### config.mk
export PLATFORM = sky130hd
export DESIGN_NAME = pipe_stall_ctrl
export DESIGN_NICKNAME = d
export VERILOG_FILES = /design/src/rtl/pipe_ctrl_pkg.sv /design/src/rtl/sat_counter.sv /design/src/rtl/pipe_stall_ctrl.sv
export SDC_FILE = /design/constraint.sdc
export NUM_CORES = 1
export LEC_CHECK = 0
export CORE_UTILIZATION = 42
export DETAILED_ROUTE_END_ITERATION = 8
export PLACE_DENSITY = 0.71
export SYNTH_ARGS = -nofsm -noshare
export SYNTH_HDL_FRONTEND = slang
export SYNTH_HIERARCHICAL = 1
export SYNTH_SLANG_ARGS = --single-unit
### constraint.sdc
create_clock -name clk_i -period 5.13 [get_ports clk_i]
set_input_delay 1.026 -clock clk_i [delete_from_list [all_inputs] [get_ports clk_i]]
set_output_delay 1.026 -clock clk_i [all_outputs]
set_load 0.005 [all_outputs]
### src/rtl/pipe_ctrl_pkg.sv
// Shared definitions for the pipeline stall/flush controller.
// Holds the FSM state encoding, the counter and wait-counter widths, the
// default memory-wait limit, the control-bundle struct, and two small helpers:
// hazard detection and the RUN-priority resolution of branch versus load-use.
package pipe_ctrl_pkg;

  localparam int unsigned CNT_W          = 16;
  localparam int unsigned WAIT_W         = 8;
  localparam int unsigned REG_W          = 5;
  localparam int unsigned WAIT_LIMIT_DEF = 255;

  typedef enum logic [1:0] {
    ST_RUN     = 2'd0,
    ST_MEMWAIT = 2'd1,
    ST_ERROR   = 2'd2
  } state_e;

  // Per-cycle control bundle driven onto the pipeline registers.
  typedef struct packed {
    logic pc_write;
    logic if_id_write;
    logic if_id_flush;
    logic id_ex_flush;
    logic ex_mem_flush;
    logic pipe_hold;
  } ctrl_t;

  // A load in EX writes a register that the instruction in ID reads.
  // Register 0 is hardwired, so a load to r0 never creates a dependency.
  function automatic logic load_use(input logic             memread,
                                    input logic [REG_W-1:0] ex_rt,
                                    input logic [REG_W-1:0] id_rs,
                                    input logic [REG_W-1:0] id_rt,
                                    input logic             uses_rt);
    return memread && (ex_rt != '0) &&
           ((ex_rt == id_rs) || (uses_rt && (ex_rt == id_rt)));
  endfunction

  // Controls when the pipeline may advance: a taken branch squashes the
  // three younger stages (and makes any load-use stall moot), otherwise a
  // load-use hazard freezes PC/IF-ID and injects one bubble into EX.
  function automatic ctrl_t resolve_run(input logic branch,
                                        input logic hazard);
    ctrl_t c;
    c = '0;
    if (branch) begin
      c.pc_write     = 1'b1;
      c.if_id_write  = 1'b1;
      c.if_id_flush  = 1'b1;
      c.id_ex_flush  = 1'b1;
      c.ex_mem_flush = 1'b1;
    end else if (hazard) begin
      c.id_ex_flush  = 1'b1;
    end else begin
      c.pc_write     = 1'b1;
      c.if_id_write  = 1'b1;
    end
    return c;
  endfunction

endpackage

### src/rtl/sat_counter.sv
// Saturating up-counter used for the performance counters.
// Ports:
//   clk_i   - clock, rising edge
//   rst_i   - synchronous active-high reset, clears the count
//   inc_i   - add one this cycle (ignored once at all-ones)
//   clr_i   - clear on the next edge, wins over inc_i
//   count_o - current count
module sat_counter
  import pipe_ctrl_pkg::*;
#(
  parameter int unsigned W = CNT_W
) (
  input  logic         clk_i,
  input  logic         rst_i,
  input  logic         inc_i,
  input  logic         clr_i,
  output logic [W-1:0] count_o
);

  localparam logic [W-1:0] CNT_MAX = {W{1'b1}};

  // Hold at the top value instead of wrapping back to zero.
  always_ff @(posedge clk_i) begin
    if (rst_i || clr_i) begin
      count_o <= '0;
    end else if (inc_i && (count_o != CNT_MAX)) begin
      count_o <= count_o + W'(1);
    end
  end

endmodule

### src/rtl/pipe_stall_ctrl.sv
// Pipeline stall / flush controller for a classic 5-stage pipeline.
// Resolves, with zero latency, multi-cycle data-memory waits, taken
// branches and load-use hazards into PC / stage-register controls, and
// keeps saturating counts of stall cycles and branch flushes. A memory
// access that never completes within WAIT_LIMIT MEMWAIT cycles parks the
// controller in a sticky ERROR state left only through reset.
// Ports:
//   clk_i, rst_i                      - clock, synchronous active-high reset
//   id_ex_memread_i, id_ex_rt_i       - load in EX and its destination
//   if_id_rs_i, if_id_rt_i            - sources of the instruction in ID
//   if_id_uses_rt_i                   - ID instruction actually reads rt
//   branch_taken_i                    - branch in MEM resolved taken
//   mem_req_i, mem_ready_i            - MEM access pending / completing
//   cnt_clr_i                         - clear both performance counters
//   pc_write_o, if_id_write_o         - PC / IF-ID load enables
//   if_id_flush_o, id_ex_flush_o,
//   ex_mem_flush_o                    - bubble insertion per stage register
//   pipe_hold_o                       - freeze every pipeline register and PC
//   error_o                           - sticky memory-wait timeout
//   state_o                           - FSM state register
//   stall_cnt_o, flush_cnt_o          - saturating performance counters
module pipe_stall_ctrl
  import pipe_ctrl_pkg::*;
#(
  parameter int unsigned WAIT_LIMIT = WAIT_LIMIT_DEF
) (
  input  logic             clk_i,
  input  logic             rst_i,
  input  logic             id_ex_memread_i,
  input  logic [REG_W-1:0] id_ex_rt_i,
  input  logic [REG_W-1:0] if_id_rs_i,
  input  logic [REG_W-1:0] if_id_rt_i,
  input  logic             if_id_uses_rt_i,
  input  logic             branch_taken_i,
  input  logic             mem_req_i,
  input  logic             mem_ready_i,
  input  logic             cnt_clr_i,
  output logic             pc_write_o,
  output logic             if_id_write_o,
  output logic             if_id_flush_o,
  output logic             id_ex_flush_o,
  output logic             ex_mem_flush_o,
  output logic             pipe_hold_o,
  output logic             error_o,
  output logic [1:0]       state_o,
  output logic [CNT_W-1:0] stall_cnt_o,
  output logic [CNT_W-1:0] flush_cnt_o
);

  // Last wait-count value tolerated before the timeout fires.
  localparam logic [WAIT_W-1:0] WAIT_LAST = WAIT_W'(WAIT_LIMIT - 1);

  state_e            state_q, state_d;
  logic [WAIT_W-1:0] wait_q, wait_d;
  logic              hazard;
  logic              stall_inc;
  logic              flush_inc;
  ctrl_t             ctrl;

  assign hazard = load_use(id_ex_memread_i, id_ex_rt_i, if_id_rs_i,
                           if_id_rt_i, if_id_uses_rt_i);

  // State and wait-counter registers.
  always_ff @(posedge clk_i) begin
    if (rst_i) begin
      state_q <= ST_RUN;
      wait_q  <= '0;
    end else begin
      state_q <= state_d;
      wait_q  <= wait_d;
    end
  end

  // Next state plus zero-latency controls and counter increments.
  always_comb begin
    state_d   = state_q;
    wait_d    = wait_q;
    ctrl      = '0;
    stall_inc = 1'b0;
    flush_inc = 1'b0;

    case (state_q)
      ST_RUN: begin
        // An outstanding memory access outranks branch and hazard handling.
        if (mem_req_i && !mem_ready_i) begin
          ctrl.pipe_hold = 1'b1;
          state_d        = ST_MEMWAIT;
        end else begin
          ctrl      = resolve_run(branch_taken_i, hazard);
          stall_inc = hazard && !branch_taken_i;
          flush_inc = branch_taken_i;
        end
        wait_d = '0;
      end

      ST_MEMWAIT: begin
        if (!mem_ready_i) begin
          ctrl.pipe_hold = 1'b1;
          wait_d         = wait_q + WAIT_W'(1);
          if (wait_q == WAIT_LAST) begin
            state_d = ST_ERROR;
          end
        end else begin
          // Memory completes: the pipe advances under normal RUN rules.
          ctrl      = resolve_run(branch_taken_i, hazard);
          stall_inc = hazard && !branch_taken_i;
          flush_inc = branch_taken_i;
          state_d   = ST_RUN;
          wait_d    = '0;
        end
      end

      ST_ERROR: begin
        ctrl.pipe_hold = 1'b1;
      end

      default: begin
        state_d = ST_RUN;
        wait_d  = '0;
      end
    endcase

    if (ctrl.pipe_hold) begin
      stall_inc = 1'b1;
    end

    // Reset forces every control quiet regardless of the current state.
    if (rst_i) begin
      ctrl      = '0;
      stall_inc = 1'b0;
      flush_inc = 1'b0;
    end
  end

  assign pc_write_o     = ctrl.pc_write;
  assign if_id_write_o  = ctrl.if_id_write;
  assign if_id_flush_o  = ctrl.if_id_flush;
  assign id_ex_flush_o  = ctrl.id_ex_flush;
  assign ex_mem_flush_o = ctrl.ex_mem_flush;
  assign pipe_hold_o    = ctrl.pipe_hold;
  assign error_o        = (state_q == ST_ERROR) && !rst_i;
  assign state_o        = state_q;

  sat_counter #(.W(CNT_W)) u_stall_cnt (
    .clk_i   (clk_i),
    .rst_i   (rst_i),
    .inc_i   (stall_inc),
    .clr_i   (cnt_clr_i),
    .count_o (stall_cnt_o)
  );

  sat_counter #(.W(CNT_W)) u_flush_cnt (
    .clk_i   (clk_i),
    .rst_i   (rst_i),
    .inc_i   (flush_inc),
    .clr_i   (cnt_clr_i),
    .count_o (flush_cnt_o)
  );

endmodule

==> impl_summary.md <==
Synthesis
The average cell area after synthesis is 8.60 um^2. The count of cell types in the netlist is 41. The synthesized design contains 42 register bits. The proportion of synthesized chip area in sequential cells is 0.353. For this run, the leading register cell type out of synthesis is dfxtp_1. In the synthesized netlist, the number of instances is 277. The fraction of synthesis flops using an asynchronous set or reset pin is 0. The synthesized netlist occupies a cell area of 2380 um^2. Yosys mapped a number of flops with a built-in enable equal to 0. The number of warnings issued by yosys is 6. Counting every net in the synthesized netlist gives about 300.

Critical path
STA classifies the critical path startpoint as a primary input. The kind of cell with the highest combined delay on the critical path is buffers and inverters. In this run the number of cells on the critical path is 6. The worst stage delay on the critical path is approximately 540 ps. The signal on the critical path passes through clkdlybuf4s50_1 -> or4_1 -> o21ai_1 -> nor2_1 -> a21oi_1 -> clkdlybuf4s50_1.

The slowest cell on the critical path is or4_1. The startpoint of the worst setup timing path is id_ex_rt_i[1]. The maximum fanout along the worst path is 3. STA puts the critical path data arrival time at 3050 ps.

The number of cells on the worst reg-to-reg path is 8. The capture point of the worst path is pc_write_o. The setup check on the worst reg-to-reg path leaves a slack of roughly 2700 ps. In this design, the critical path's most frequently occurring cell is clkdlybuf4s50_1. The reg-to-reg critical path startpoint is state_o[0].

The endpoint class of the critical path is an output port. The startpoint-to-endpoint class of the critical path is in2out. Data on the critical path is required at its endpoint by 4100 ps.

The number of buffers and inverters on the critical path is 2. In this run the critical register-to-register path is captured at u_stall_cnt/count_o[10].

Power
The cell leakage power is 1.10 nW. The worst ir drop on vdd is 0.178 mV. In this run the power density over the cells is 203 nW/um^2.

Clock tree
TritonCTS built the clock tree. The maximum count of clock buffers along a single path is 2. TritonCTS created 5 clock buffers.

The number of buffers inserted for hold repair after clock tree synthesis is 0. The number of buffers inserted by post-CTS setup repair is 0. The number of levels the H-tree was split into is 2. The root buffer cell chosen for the clock tree is clkbuf_8.

The clock reaches the later pin of the worst-skew pair after 290 ps. Counting every sink on the clock net gives 42. The number of gates resized after CTS was 0. Clock-pin slew was measured on the worst setup and hold paths at 80 ps.

Timing
Subtracting the final worst setup slack from the clock period gives 4080 ps. The number of hold-slack violations in the final timing report came to 0. Setup repair after global routing left no endpoint under its margin. The final number of max-transition violations is 0. The smallest hold slack is roughly 500 ps.

The tightest slew margin relative to the limit is 0.555. At the pin with the least slew margin, the transition time is between 600 and 700 ps. The final sum of negative setup slack is 0 ps. The timing-limited maximum frequency is 245 MHz. The clock tree skew after final layout is 8.07 ps. Dividing the final minimum period by the clock period gives 0.795.

Setup violations remaining at the end of the flow were counted as 0. After layout, the worst setup slack is 1050 ps.

Floorplanning
The number of placement rows is 27. The effective utilization at floorplan is 0.435. The die is 77.3 um wide. The die covers 5970 um^2. The core region is 5470 um^2. The floorplan die height is 77.3 um. In this run the count of I/O pins placed on the die edge is 64.

Route
The total number of vias is 2365. Before antenna repair, the detailed router went through 5 iterations. The detailed router finished its first iteration with 69 violations. After detailed routing, the average wire length per cell comes to 13.7 um. Dividing the detail-routed via count by the number of cells gives 5.74. After detailed routing, the number of remaining DRC violations is 0. The total routed wirelength is 5650 um. The detail route stage leaves a number of antenna-violating nets equal to 0.

GRT
The number of antenna violations at the first check in global routing is 0. Entering global routing, the biggest net connects 18 pins. The total track usage is 0.193.

The residual overflow from global routing is 0. The first global-routing pass estimated 9480 um of wire. The via count of the first global-routing pass was 2137.

Min path
The worst hold path belongs to the class reg2reg.

Placement
Before CTS, the worst setup slack after placement is around 1100 ps. The estimated wirelength of the detail-placed design is approximately 4200 um. At the end of routability-driven placement, the weighted congestion stood at between 0.8 and 0.9. In this run the cell area measured after placement is 3070 um^2. The count of input and output buffers is 63.

Final layout
The number of antenna diodes in the final layout is 0. The layout overhead on the synthesized area is 33.2%. The final core utilization is 0.580. The layout cell share with drive strength beyond 1 is 0.0647. In the final design database the tool counted 366 nets. The final design area excluding fillers is around 3200 um^2.

Run
The max-cap violation count is 0.

Status
The run finished with clean final reports.
area by class of cell:
cell class / instances / area (um^2)
clock buffers: 7 / 76.3
clock inverters: 1 / 30.0
fillers: 498 / 2300
inverters: 4 / 15.0
multi-input cells: 222 / 1480
flip-flops and latches: 42 / 841
well taps: 72 / 90.1
repair buffers: 64 / 638
power by group:
| part | switching (W) | total [W] | leakage, nW | internal (W) |
|---|---|---|---|---|
| logic | 0.0000252 | 0.0000580 | 0.710 | 0.0000328 |
| registers | 0.00000161 | 0.000328 | 0.338 | 0.000327 |
| clock network | 0.000112 | 0.000258 | 0.0524 | 0.000146 |
| total | 0.000139 | 0.000645 | 1.10 | 0.000505 |
cell usage in the layout (no fill, tap or decap), types with 3 or more instances in the layout:
cell type,netlist,routed
a311oi_1,3,3
and2_1,4,4
dfxtp_1,42,42
nor3_1,5,5
xnor2_1,14,14
xor2_1,5,5
clkdlybuf4s50_1,0,63
nor2_1,26,26
and4_1,9,9
a31oi_1,7,7
o31ai_1,6,6
o21ai_0,13,13
a211oi_1,3,3
clkbuf_8,0,5
inv_1,4,4
nand2_1,20,20
nand4_1,11,11
ha_1,4,4
or3_1,11,11
a22oi_1,4,4
or4_1,7,7
nand3_1,15,15
a41o_1,8,8
a21oi_1,22,22
Yosys cell counts, types with 3 or more instances:
master | instances | share of area
a211oi_1 | 3 | 0.0095
a21oi_1 | 22 | 0.046
a22oi_1 | 4 | 0.013
a311oi_1 | 3 | 0.011
a31oi_1 | 7 | 0.018
a41o_1 | 8 | 0.034
and2_1 | 4 | 0.011
and4_1 | 9 | 0.033
clkbuf_1 | 5 | 0.0079
dfxtp_1 | 42 | 0.35
ha_1 | 4 | 0.021
inv_1 | 4 | 0.0063
nand2_1 | 20 | 0.032
nand3_1 | 15 | 0.032
nand4_1 | 11 | 0.029
nor2_1 | 26 | 0.041
nor3_1 | 5 | 0.011
o21ai_0 | 13 | 0.027
o31ai_1 | 6 | 0.019
or3_1 | 11 | 0.029
or4_1 | 7 | 0.022
xnor2_1 | 14 | 0.051
xor2_1 | 5 | 0.018
flip-flops by register name, summed over array words and instances (netlist names):
| signal | cells |
|---|---|
| u_stall_cnt/count_o | 16 |
| u_flush_cnt/count_o | 16 |
| state_o | 2 |
| wait_q | 8 |
cell families (layout without fill, tap and decap cells):
logic type | after synthesis | after routing | synth area share
buffers and inverters | 13 | 76 | 0.0247
AO/OA/AOI/OAI | 75 | 75 | 0.214
XOR/XNOR | 19 | 19 | 0.0699
flip-flops | 42 | 42 | 0.353
adder cells (fa/ha/maj) | 4 | 4 | 0.0210
AND/OR/NAND/NOR | 124 | 124 | 0.317
per-stage QoR:
| stage | total power (W) | std cells |
|---|---|---|
| final | 0.000645 | 412 |
| after global placement | 0.000394 | 404 |
| after floorplan | 0.000363 | 277 |
| after global routing | 0.000670 | 412 |
| after detailed placement | 0.000394 | 404 |
| after CTS | 0.000655 | 412 |
worst min path at each step:
| stage | to | slack [ps] | start | cells past startpoint |
|---|---|---|---|---|
| after global placement | wait_q[7] | 480 | wait_q[7] | 1 |
| final | wait_q[7] | 500 | wait_q[7] | 1 |
| after detailed placement | wait_q[7] | 480 | wait_q[7] | 1 |
| after CTS | wait_q[7] | 500 | wait_q[7] | 1 |
| after global routing | u_flush_cnt/count_o[1] | 530 | u_flush_cnt/count_o[1] | 2 |
| after floorplan | wait_q[7] | 450 | wait_q[7] | 1 |
routing by layer:
metal  GRT usage  share of wire  wire [um]
met1       0.241           0.47       2660
met2       0.342           0.49       2740
met3      0.0298          0.034        194
met4      0.0509         0.0094         53
met5           0              0          0
(Power assumes the default switching activity.)
